==> src/rtl/uart_tx_sched.sv <==
// uart_tx_sched: round-robin arbiter in front of a single 8N1 UART transmitter.
// One frame per grant; every output is a flop.
module uart_tx_sched #(
  parameter int NREQ     = 4,
  parameter int BAUD_DIV = 16
) (
  input  logic                    clk_i,
  input  logic                    rst_i,
  input  logic [NREQ-1:0]         req_i,
  input  logic [8*NREQ-1:0]       data_i,
  output logic [NREQ-1:0]         gnt_o,
  output logic                    tx_o,
  output logic                    busy_o,
  output logic [$clog2(NREQ)-1:0] src_o
);
  localparam int SW = $clog2(NREQ);
  localparam int BW = $clog2(BAUD_DIV);

  typedef enum logic [1:0] {IDLE, START, DATA, STOP} state_e;

  state_e          state_q, state_d;
  logic [BW-1:0]   baud_q, baud_d;
  logic [2:0]      bit_q, bit_d;
  logic [7:0]      data_q, data_d;
  logic [SW-1:0]   src_q, src_d;
  logic [NREQ-1:0] gnt_q, gnt_d;
  logic            tx_q, tx_d;
  logic            busy_q, busy_d;
  logic [SW-1:0]   win, idx;
  logic            found;
  logic            bit_end;

  // Search starts just after the last granted requester and wraps.
  always_comb begin
    win   = src_q;
    idx   = '0;
    found = 1'b0;
    for (int i = 1; i <= NREQ; i++) begin
      idx = SW'((int'(src_q) + i) % NREQ);
      if (!found && req_i[idx]) begin
        found = 1'b1;
        win   = idx;
      end
    end
  end

  assign bit_end = (baud_q == BW'(BAUD_DIV - 1));

  always_comb begin
    state_d = state_q;
    baud_d  = baud_q;
    bit_d   = bit_q;
    data_d  = data_q;
    src_d   = src_q;
    gnt_d   = '0;
    tx_d    = tx_q;
    if (state_q != IDLE) begin
      baud_d = bit_end ? '0 : baud_q + 1'b1;
    end
    unique case (state_q)
      IDLE: begin
        tx_d   = 1'b1;
        baud_d = '0;
        bit_d  = '0;
        if (found) begin
          state_d    = START;
          data_d     = data_i[{win, 3'b000} +: 8];
          gnt_d[win] = 1'b1;
          src_d      = win;
          tx_d       = 1'b0;
        end
      end
      START: begin
        if (bit_end) begin
          state_d = DATA;
          tx_d    = data_q[0];
        end
      end
      DATA: begin
        if (bit_end) begin
          bit_d = bit_q + 3'd1;
          if (bit_q == 3'd7) begin
            state_d = STOP;
            tx_d    = 1'b1;
          end else begin
            tx_d = data_q[bit_d];
          end
        end
      end
      STOP: begin
        if (bit_end) begin
          state_d = IDLE;
          tx_d    = 1'b1;
        end
      end
      default: state_d = IDLE;
    endcase
    busy_d = (state_d != IDLE);
  end

  always_ff @(posedge clk_i or posedge rst_i) begin
    if (rst_i) begin
      state_q <= IDLE;
      baud_q  <= '0;
      bit_q   <= '0;
      data_q  <= '0;
      src_q   <= SW'(NREQ - 1);
      gnt_q   <= '0;
      tx_q    <= 1'b1;
      busy_q  <= 1'b0;
    end else begin
      state_q <= state_d;
      baud_q  <= baud_d;
      bit_q   <= bit_d;
      data_q  <= data_d;
      src_q   <= src_d;
      gnt_q   <= gnt_d;
      tx_q    <= tx_d;
      busy_q  <= busy_d;
    end
  end

  assign gnt_o  = gnt_q;
  assign tx_o   = tx_q;
  assign busy_o = busy_q;
  assign src_o  = src_q;
endmodule

==> config.mk <==
export PLATFORM = sky130hd
export DESIGN_NAME = uart_tx_sched
export DESIGN_NICKNAME = d
export VERILOG_FILES = /design/src/rtl/uart_tx_sched.sv
export SDC_FILE = /design/constraint.sdc
export NUM_CORES = 1
export LEC_CHECK = 0
export CORE_MARGIN = 2
export CORE_UTILIZATION = 35
export DETAILED_ROUTE_END_ITERATION = 10
export PLACE_DENSITY = 0.75
export SYNTH_ARGS = -nofsm -noshare
export SYNTH_HDL_FRONTEND = slang
export SYNTH_SLANG_ARGS = --single-unit
==> constraint.sdc <==
create_clock -name clk_i -period 2.2 [get_ports clk_i]
set_clock_uncertainty 0.1 [all_clocks]
set_input_delay 0.44 -clock clk_i [delete_from_list [all_inputs] [get_ports clk_i]]
set_output_delay 0.44 -clock clk_i [all_outputs]
set_load 0.02 [all_outputs]
; After elaboration in Yosys (flattened, before gate mapping)
; Cells that the tools add are included.
[word_totals]
regBits = 25
latch_bits = 0
mem_bits_rw = 0
mem_bits_ro = 0
input_bits = 38
out_inout_bits = 8
elab_cells = 84
mem_count = 0
[op_classes]
n_addsub = 6
mul = 0
n_div = 0
order_cmp = 7
n_eq_ne = 8
shift = 1
n_mux = 39
n_bitwise = 0
n_reduce_logical = 15
[op_table]
columns = cell, count
row1 = 32-bit by 6-bit indexed part select with 8-bit output, 1
row2 = 4-bit 2-to-1 mux, 5
row3 = 2-bit 2-to-1 mux, 9
row4 = "2-bit by 3-bit < comparator with 1-bit output, second input constant", 5
row5 = 1-bit 2-to-1 mux, 15
row6 = 1-bit binary-select mux with 2-bit select, 4
row7 = 2-bit one-hot mux with 4 select lines, 1
row8 = 2-bit nonzero test, 4
row9 = "2-bit != test, second input constant", 3
row10 = 3-bit one-hot mux with 2 select lines, 1
row11 = "2-bit by 1-bit adder with 2-bit output, second input constant", 2
row12 = "2-bit adder, second input constant", 2
row13 = "4-bit by 1-bit adder with 4-bit output, second input constant", 1
row14 = "2-bit == test, second input constant", 2
row15 = "4-bit == test, second input constant", 1
row16 = 1-bit logical AND, 4
row17 = "3-bit by 4-bit < comparator with 1-bit output, second input constant", 1
row18 = 1-bit one-hot mux with 4 select lines, 1
row19 = 2-bit AND reduction, 2
row20 = "3-bit by 1-bit adder with 3-bit output, second input constant", 1
row21 = 1-bit binary-select mux with 3-bit select, 1
row22 = "3-bit == test, second input constant", 1
row23 = 1-bit logical NOT, 3
row24 = 3-bit 2-to-1 mux, 1
row25 = other kinds (5), 5

; Depth between registers and ports, before layout
; Gate-level depths: netlist (run 1).
[logic_depth]
word_depth = 19
ltp_mapped = 6
depth_no_buf = 6

; Least setup slack after synthesis (run 1)
; No wires, ideal clock.
[synth_path]
path_type = reg2reg
start = reg src_q[0] (netlist: src_o[0])
end = reg data_q[4]
setup_time_ns = 0.138
arrival_ns = 1.608
required_ns = 1.962
path_slack_ns = 0.354
stages_incl_launch_ff = 7
path_buffers = 1
synth_period_minus_slack_ns = 1.846
cell_sequence = dfstp_2 > or2b_1 > o21ai_2 > a221oi_4 > buf_8 > mux2i_1 > o221ai_1
[synth_via]
elab_chain_cells = 14
elab_cells_between_ends = 28
cone_classes = add/sub: 4 / shift: 1 / mux: 16 / reduce/logical: 7
[synth_lines]
columns = element, line_no
row1 = start: declaration, 25  ; logic [SW-1:0] src_q, src_d;
row2 = start signal: assignment, 107  ; src_q <= SW'(NREQ - 1);
row3 = start signal: assignment, 116  ; src_q <= src_d;
row4 = 2-bit by 1-bit adder with 2-bit output, 39  ; idx = SW'((int'(src_q) + i) % NREQ);
row5 = 1-bit binary-select mux with 2-bit select, 40  ; if (!found && req_i[idx]) begin
row6 = 1-bit 2-to-1 mux (implied by the code), 40
row7 = 1-bit 2-to-1 mux, 40
row8 = 1-bit logical NOT, 40
row9 = 1-bit logical AND, 40
row10 = 1-bit 2-to-1 mux, 40
row11 = 1-bit logical NOT, 40
row12 = 1-bit logical AND, 40
row13 = 1-bit 2-to-1 mux, 40
row14 = 1-bit logical NOT, 40
row15 = 1-bit logical AND, 40
row16 = 2-bit 2-to-1 mux or 1-bit 2-to-1 mux (tied branches), 40
row17 = 32-bit by 6-bit indexed part select with 8-bit output or 2-bit AND reduction (tied branches), -
row18 = end signal: assignment, 115  ; data_q <= data_d;
row19 = end: declaration, 24  ; logic [7:0] data_q, data_d;
; Parallel ways exist; a longest one is shown, timed or not. The select of a mux whose other input is x is not followed.
; A chain may end at the register's enable or synchronous reset.

; Worst setup path in the final report (run 1)
[layout_path]
start = in req_i[3]
end = reg data_q[2]
[layout_via]
elab_chain_cells = 13
elab_cells_between_ends = 24
cone_classes = shift: 1 / mux: 16 / reduce/logical: 7
[layout_lines]
columns = element, line_no
row1 = start: declaration, 9  ; input logic [NREQ-1:0] req_i,
row2 = 1-bit binary-select mux with 2-bit select, 40
row3 = 1-bit 2-to-1 mux (implied by the code), 40
row4 = 1-bit 2-to-1 mux, 40
row5 = 1-bit logical NOT, 40
row6 = 1-bit logical AND, 40
row7 = 1-bit 2-to-1 mux, 40
row8 = 1-bit logical NOT, 40
row9 = 1-bit logical AND, 40
row10 = 1-bit 2-to-1 mux, 40
row11 = 1-bit logical NOT, 40
row12 = 1-bit logical AND, 40
row13 = 2-bit 2-to-1 mux or 1-bit 2-to-1 mux (tied branches), 40
row14 = 32-bit by 6-bit indexed part select with 8-bit output or 2-bit AND reduction (tied branches), -
; Parallel ways exist; a longest one is shown, timed or not. The select of a mux whose other input is x is not followed.

==> out/results.ini, run 1 <==
[run_status]
outcome = complete, no violations

[pwr]
p_int_uw = 1320
switchingPower_uw = 779
pwr-share-clk = 0.131
worst_ir_drop_vdd_mv = 0.392
powerDensity_nw_per_um2 = 1080
leakage_power_total_uw = 0.000858
seqPwrFrac = 0.394
pwr-share-comb = 0.474
p_sw_frac = 0.371

[yosys]
muxShareOfSynthArea = 0.164
yosys.area_share.simple = 0.145
netlist-cell-type-count = 35
synth_compound_gate_area_share = 0.142
post_synth_fa_ha_maj_area_fraction = 0.0272
post_synth_inst_count = 124
syn_area_per_cell_sq_um = 11.1
synth-seq-cells = 25
synth-main-ff-cell = dfrtp_1
synthArstFlopShare = 1.00
synth_top_family_by_area = multiplexers
yosysWarningCount = 0
synthesized_area_sq_um = 1380
synth-xor-area-share = 0.0191
synth.net_count = 165
synth_edf_count = 0
yosysSeqAreaShare = 0.456

[place]
numPortBuffers = 45
dp.cells = 218
routability_cong = 0.888
detailed_place_hpwl_um = 2530

[layout]
mostFrequentLayoutCells = 45 x clkdlybuf4s50_1, 22 x dfrtp_1, 17 x mux2i_1
diode_count = 0
final_layout_size_suffix_gt1_frac = 0.121
layout_commonest_cell = clkdlybuf4s50_1
post-route-util = 0.523
n_fill_cell = 351
flow.area_growth_from_synthesis_pct = 41.0
design.final.nets = 216
post_layout_nonfiller_instances = 222

[clocking]
later_pin_clock_latency_in_the_skew_report_ns = 0.27
cts_buffer_count = 3
worst_setup_hold_path_clk_slew_ns = 0.09
clockBufferDepth = 2
post_cts_hold_buffer_count = 0
clock-root-buffer = clkbuf_8
post_cts_resize_count = 0
cts_tree = done
cts.repair_timing.setup_buffer_count = 0
htree_levels = 1
cts.sink_count = 25

[route]
remaining_drcs = 0
met2RoutedLength_um = 1730
met3_wirelength_um = 190
viasPerCell = 5.22
route.final.wire_length_um = 3140
first_pass_iters = 4
topRoutingLayerUsed = met4
initialDrtViolationCount = 47
drt-met1-wl_um = 1190
drtAntennaViolNets = 0
final_routed_wire_length_divided_by_cell_count_um = 14.1
dr_vias = 1159

[global_routing]
grt_start_max_net_pins = 26
grt-ovfl-total = 0
antenna_found_initial = 0
globalRouteTotalUtil = 0.151
grt_pass1_vias = 1169
global_route_wire_length_before_repair_um = 5120

[worst_setup_path]
critical-path-slowest-cell = clkdlybuf4s50_1
worst-r2r-cell-count = 6
wp_data_required_ns = 2.23
worst_setup_path_end_kind = flip-flop
arrival_ns = 2.09
critical_path.max_fanout = 11
crit_type = primary input to flip-flop
start_kind = primary input
crit_chain = clkdlybuf4s50_1 > or2b_1 > o21ai_2 > a221oi_4 > buf_4 > mux2i_1 > o221ai_1
cpPeakStageDelay_ns = 0.47

[sta]
clock.fmax_mhz = 486
relSlewSlack = 0.728
rsz0062_at_grt = no
worst_pin_slew_ns = 0.408
whs_ns = 0.384
count_of_final_setup_violators = 0
setup-tns-final_ns = 0
post-route-min-period_ns = 2.06
timing.final.max_slew_violations = 0
period_utilisation_layout = 0.935
finalHoldViolations = 0

[floorplanning]
initial_utilization = 0.371
top_level_ports = 46
floorplan.die_area_sq_um = 4460
fp.coreArea_sq_um = 3720
placementRows = 22
floorplan.die.width_um = 66.8
floorplan.die.height_um = 66.8

[job]
max_capacitance_violation_count = 0

[min_path]
worstHoldPathType = flip-flop to flip-flop
hold-path-cell-count = 1

[flip-flops by register name, indices dropped and copies added (netlist names)]
register  count
data_q        8
tx_o          1
bit_q         3
baud_q        4
gnt_o         4
src_o         2
state_q       2
busy_o        1
[Yosys cell counts (2+ instances only)]
cell type / number / area share
o21ai_0: 2 / 0.0073
nand2_1: 13 / 0.035
nand2b_1: 3 / 0.014
nor2b_1: 2 / 0.0091
inv_1: 2 / 0.0054
dfrtp_1: 22 / 0.40
buf_6: 3 / 0.024
mux4_2: 2 / 0.033
a22o_1: 2 / 0.013
mux2i_1: 17 / 0.12
a21oi_1: 4 / 0.015
or2b_1: 2 / 0.011
nor2_1: 11 / 0.030
nor3_1: 2 / 0.0073
xnor2_1: 2 / 0.013
clkbuf_1: 2 / 0.0054
dfstp_2: 3 / 0.057
o221ai_1: 8 / 0.051
and3_1: 3 / 0.014
nand3_1: 2 / 0.0073
ha_1: 3 / 0.027
[per-stage QoR]
step | setup WS [ns] | total power, uW | area, sq um
CTS | 0.126 | 2120 | 1940
floorplan | 0.354 | 1530 | 1380
global placement | -0.0389 | 1780 | 1900
detailed placement | -0.119 | 1840 | 1900
global route | 0.0464 | 2250 | 1940
finish | 0.142 | 2100 | 1940
[metal layers]
layer / GRT usage / vias up
met5: 0 / -
met4: 0.0332 / 0
met3: 0.0405 / 5
met2: 0.278 / 34
met1: 0.174 / 568
li1: - / 552
[power by group through the flow]
stage | Sequential, uW | Clock [uW] | Combinational (uW)
6_report | 828 | 276 | 997
5_1_grt | 856 | 302 | 1090
4_1_cts | 831 | 281 | 1010
3_5_place_dp | 838 | 0 | 999
3_3_place_gp | 826 | 0 | 954
2_1_floorplan | 813 | 0 | 714
[logic make-up (layout without fill, tap and decap cells)]
group | count (synthesis) | after routing
AND/OR/NAND/NOR | 41 | 41
flip-flops | 25 | 25
XOR/XNOR | 3 | 3
AO/OA/AOI/OAI | 24 | 24
buffers and inverters | 8 | 58
adder cells (fa/ha/maj) | 3 | 3
multiplexers | 20 | 20
[path summary, 6_finish.rpt]
check	start	to	slack (ns)
max	req_i[3]	data_q[2]	0.14
min	baud_q[0]	baud_q[0]	0.38
max reg2reg	src_o[0]	data_q[2]	0.26
min reg2reg	baud_q[0]	baud_q[0]	0.38
max in group asynchronous	rst_i	tx_o	1.30
min in group asynchronous	rst_i	baud_q[2]	0.40
[worst max-delay path, delay by kind of cell]
kind	cells	cell delay [ns]
AND/OR/NAND/NOR	1	0.21
multiplexers	1	0.26
AO/OA/AOI/OAI	3	0.46
buffers and inverters	2	0.72
[final cells by class]
cell class / count / area [sq um] / area share
well taps: 48 / 60.1 / 0.0309
multi-input cells: 91 / 686 / 0.353
clock inverters: 1 / 5.00 / 0.00257
repair buffers: 52 / 515 / 0.265
inverters: 2 / 7.51 / 0.00386
flip-flops and latches: 25 / 629 / 0.324
clock buffers: 3 / 41.3 / 0.0212
Note: power is estimated with default switching activity, not from simulation.
==> run 2: changes to the inputs <==
Settings changed: CORE_UTILIZATION 35 to 33, PLACE_DENSITY 0.75 to 0.72.
Clock period 2.2 ns to 2.02 ns, I/O delays scaled along.
==> out/results.ini, run 2 (synthesis results as in run 1) <==
[run_status]
outcome = complete, no violations

[worst_setup_path]
wp_data_required_ns = 1.52  ; -0.71 ns
critical-path-slowest-cell = clkdlybuf4s50_1
crit_type = flip-flop to primary output
critical_path.max_fanout = 5  ; -6
cpPeakStageDelay_ns = 0.61  ; +0.14 ns
crit_chain = clkdlybuf4s50_1
crit_buf_inv = 1  ; -1
arrival_ns = 1.43  ; -0.66 ns
start_kind = flip-flop
worst_setup_path_end_kind = primary output
path_delay_family = buffers and inverters

[route]
met2RoutedLength_um = 1630  ; -5.4%
drt-met1-wl_um = 1290  ; +8.7%
final_routed_wire_length_divided_by_cell_count_um = 13.4  ; -4.9%
met3_wirelength_um = 141  ; -26%
first_pass_iters = 4  ; unchanged
viasPerCell = 5.05  ; -3.2%
remaining_drcs = 0  ; unchanged
initialDrtViolationCount = 69  ; +47%
drtAntennaViolNets = 0  ; unchanged
dr_vias = 1157  ; -0.17%
topRoutingLayerUsed = met4
route.final.wire_length_um = 3080  ; -1.9%

[clocking]
cts_tree = done
later_pin_clock_latency_in_the_skew_report_ns = 0.26  ; about the same
post_cts_hold_buffer_count = 0  ; unchanged
worst_setup_hold_path_clk_slew_ns = 0.08  ; about the same
clockBufferDepth = 2  ; unchanged
cts_buffer_count = 3  ; unchanged
clock-root-buffer = clkbuf_8
htree_levels = 1  ; unchanged
cts.sink_count = 25  ; unchanged

[sta]
timing.final.max_slew_violations = 0  ; unchanged
post-route-min-period_ns = 1.94
worst_pin_slew_ns = 0.411  ; +0.00351 ns
count_of_final_setup_violators = 0  ; unchanged
relSlewSlack = 0.726  ; -0.00234
setup-tns-final_ns = 0  ; unchanged
period_utilisation_layout = 0.960
finalWorstSetupSlack_ns = 0.0810  ; -0.0611 ns
rsz0062_at_grt = yes
clock.fmax_mhz = 516
finalHoldViolations = 0  ; unchanged

[global_routing]
antenna_found_initial = 0  ; unchanged
grt_start_max_net_pins = 26  ; unchanged
grt-ovfl-total = 0  ; unchanged
grt_pass1_vias = 1226  ; +4.9%
global_route_wire_length_before_repair_um = 5350  ; +4.6%
globalRouteTotalUtil = 0.151  ; +0.000395

[layout]
post-route-util = 0.508  ; -0.0149
diode_count = 0  ; unchanged
flow.area_growth_from_synthesis_pct = 47.5
final_layout_size_suffix_gt1_frac = 0.156  ; +0.0357
largest_register = data_q
design.final.nets = 221  ; +2.3%
layout_commonest_cell = clkdlybuf4s50_1
finalInstanceArea_sq_um = 2030  ; +4.6%
number_of_flip_flops_in_the_largest_register = 8  ; unchanged
mostFrequentLayoutCells = 40 x clkdlybuf4s50_1, 22 x dfrtp_1, 15 x mux2i_1

[job]
max_capacitance_violation_count = 0  ; unchanged

[floorplanning]
top_level_ports = 46  ; unchanged
floorplan.die.width_um = 68.6  ; +2.8%
initial_utilization = 0.345  ; -0.0263
floorplan.die.height_um = 68.6  ; +2.8%
placementRows = 23  ; +4.5%
floorplan.die_area_sq_um = 4710  ; +5.7%
fp.coreArea_sq_um = 4000  ; +7.6%

[pwr]
p_int_uw = 1590  ; +21%
total_power_uw = 2470  ; +18%
powerDensity_nw_per_um2 = 1220  ; +13%
pwr-share-comb = 0.519  ; +0.045
p_sw_frac = 0.356  ; -0.0152
leakage_power_total_uw = 0.000917  ; +6.9%
worst_ir_drop_vdd_mv = 0.503  ; +28%
seqPwrFrac = 0.362  ; -0.032
pwr-share-clk = 0.119  ; -0.012
switchingPower_uw = 879  ; +13%

[place]
routability_cong = 0.848  ; -4.5%
detailed_place_hpwl_um = 2380  ; -6.1%
detailedPlace.worstSlack_ns = -0.300  ; -0.180 ns
numPortBuffers = 45  ; unchanged
placement.cell_area_sq_um = 1920  ; +1.2%

[min_path]
worstHoldPathType = flip-flop to flip-flop

[run 2: power groups by stage]
| stage | sequential (uW) | combinational [uW] | clock (uW) |
|---|---|---|---|
| finish | 895 | 1280 | 295 |
| global route | 928 | 1420 | 320 |
| CTS | 901 | 1240 | 302 |
| detailed placement | 913 | 1120 | 0 |
| global placement | 900 | 1090 | 0 |
| floorplan | 886 | 778 | 0 |
[run 2: worst reg2reg max path, delay by kind of cell (launching register included)]
family,cells,cell delay (ns)
multiplexers,1,0.21
buffers and inverters,2,0.28
flip-flops,1,0.57
AO/OA/AOI/OAI,3,0.49
AND/OR/NAND/NOR,1,0.14
[run 2: what timing repair did]
item                       in CTS  in global routing
pin swaps                       1                  1
cloned                          1                  0
setup endpoints to repair       3                 10
buffers inserted                1                  2
gates resized for setup         3                  7
[run 2: layout make-up]
| type | count | area [sq um] |
|---|---|---|
| Clock buffer | 3 | 41.3 |
| Sequential cell | 25 | 629 |
| Multi-Input combinational cell | 91 | 693 |
| Fill cell | 346 | 1970 |
| Timing Repair Buffer | 57 | 594 |
| Inverter | 2 | 7.51 |
| Tap cell | 50 | 62.6 |
| Clock inverter | 1 | 5.00 |
[run 2: per-layer routing]
layer | up-vias | global-route usage
met4 | 0 | 0.0475
met2 | 36 | 0.270
met1 | 558 | 0.182
li1 | 561 | -
met3 | 2 | 0.0292
met5 | - | 0
[run 2: worst paths after layout]
path	start	to	slack, ns	cells after the start
min in group asynchronous	rst_i	bit_q[0]	0.38	3
min	baud_q[0]	baud_q[0]	0.37	1
min reg2reg	baud_q[0]	baud_q[0]	0.37	1
max in group asynchronous	rst_i	src_o[1]	1.15	3
max	src_o[0]	src_o[0]	0.08	1
max reg2reg	src_o[0]	data_q[0]	0.10	7
[run 2: metrics by stage]
stage | hold WS (ns) | instances
after floorplan | 0.329 | 124
after global placement | 0.351 | 221
after detailed placement | 0.368 | 221
after CTS | 0.381 | 227
after global routing | 0.396 | 229
final | 0.369 | 229
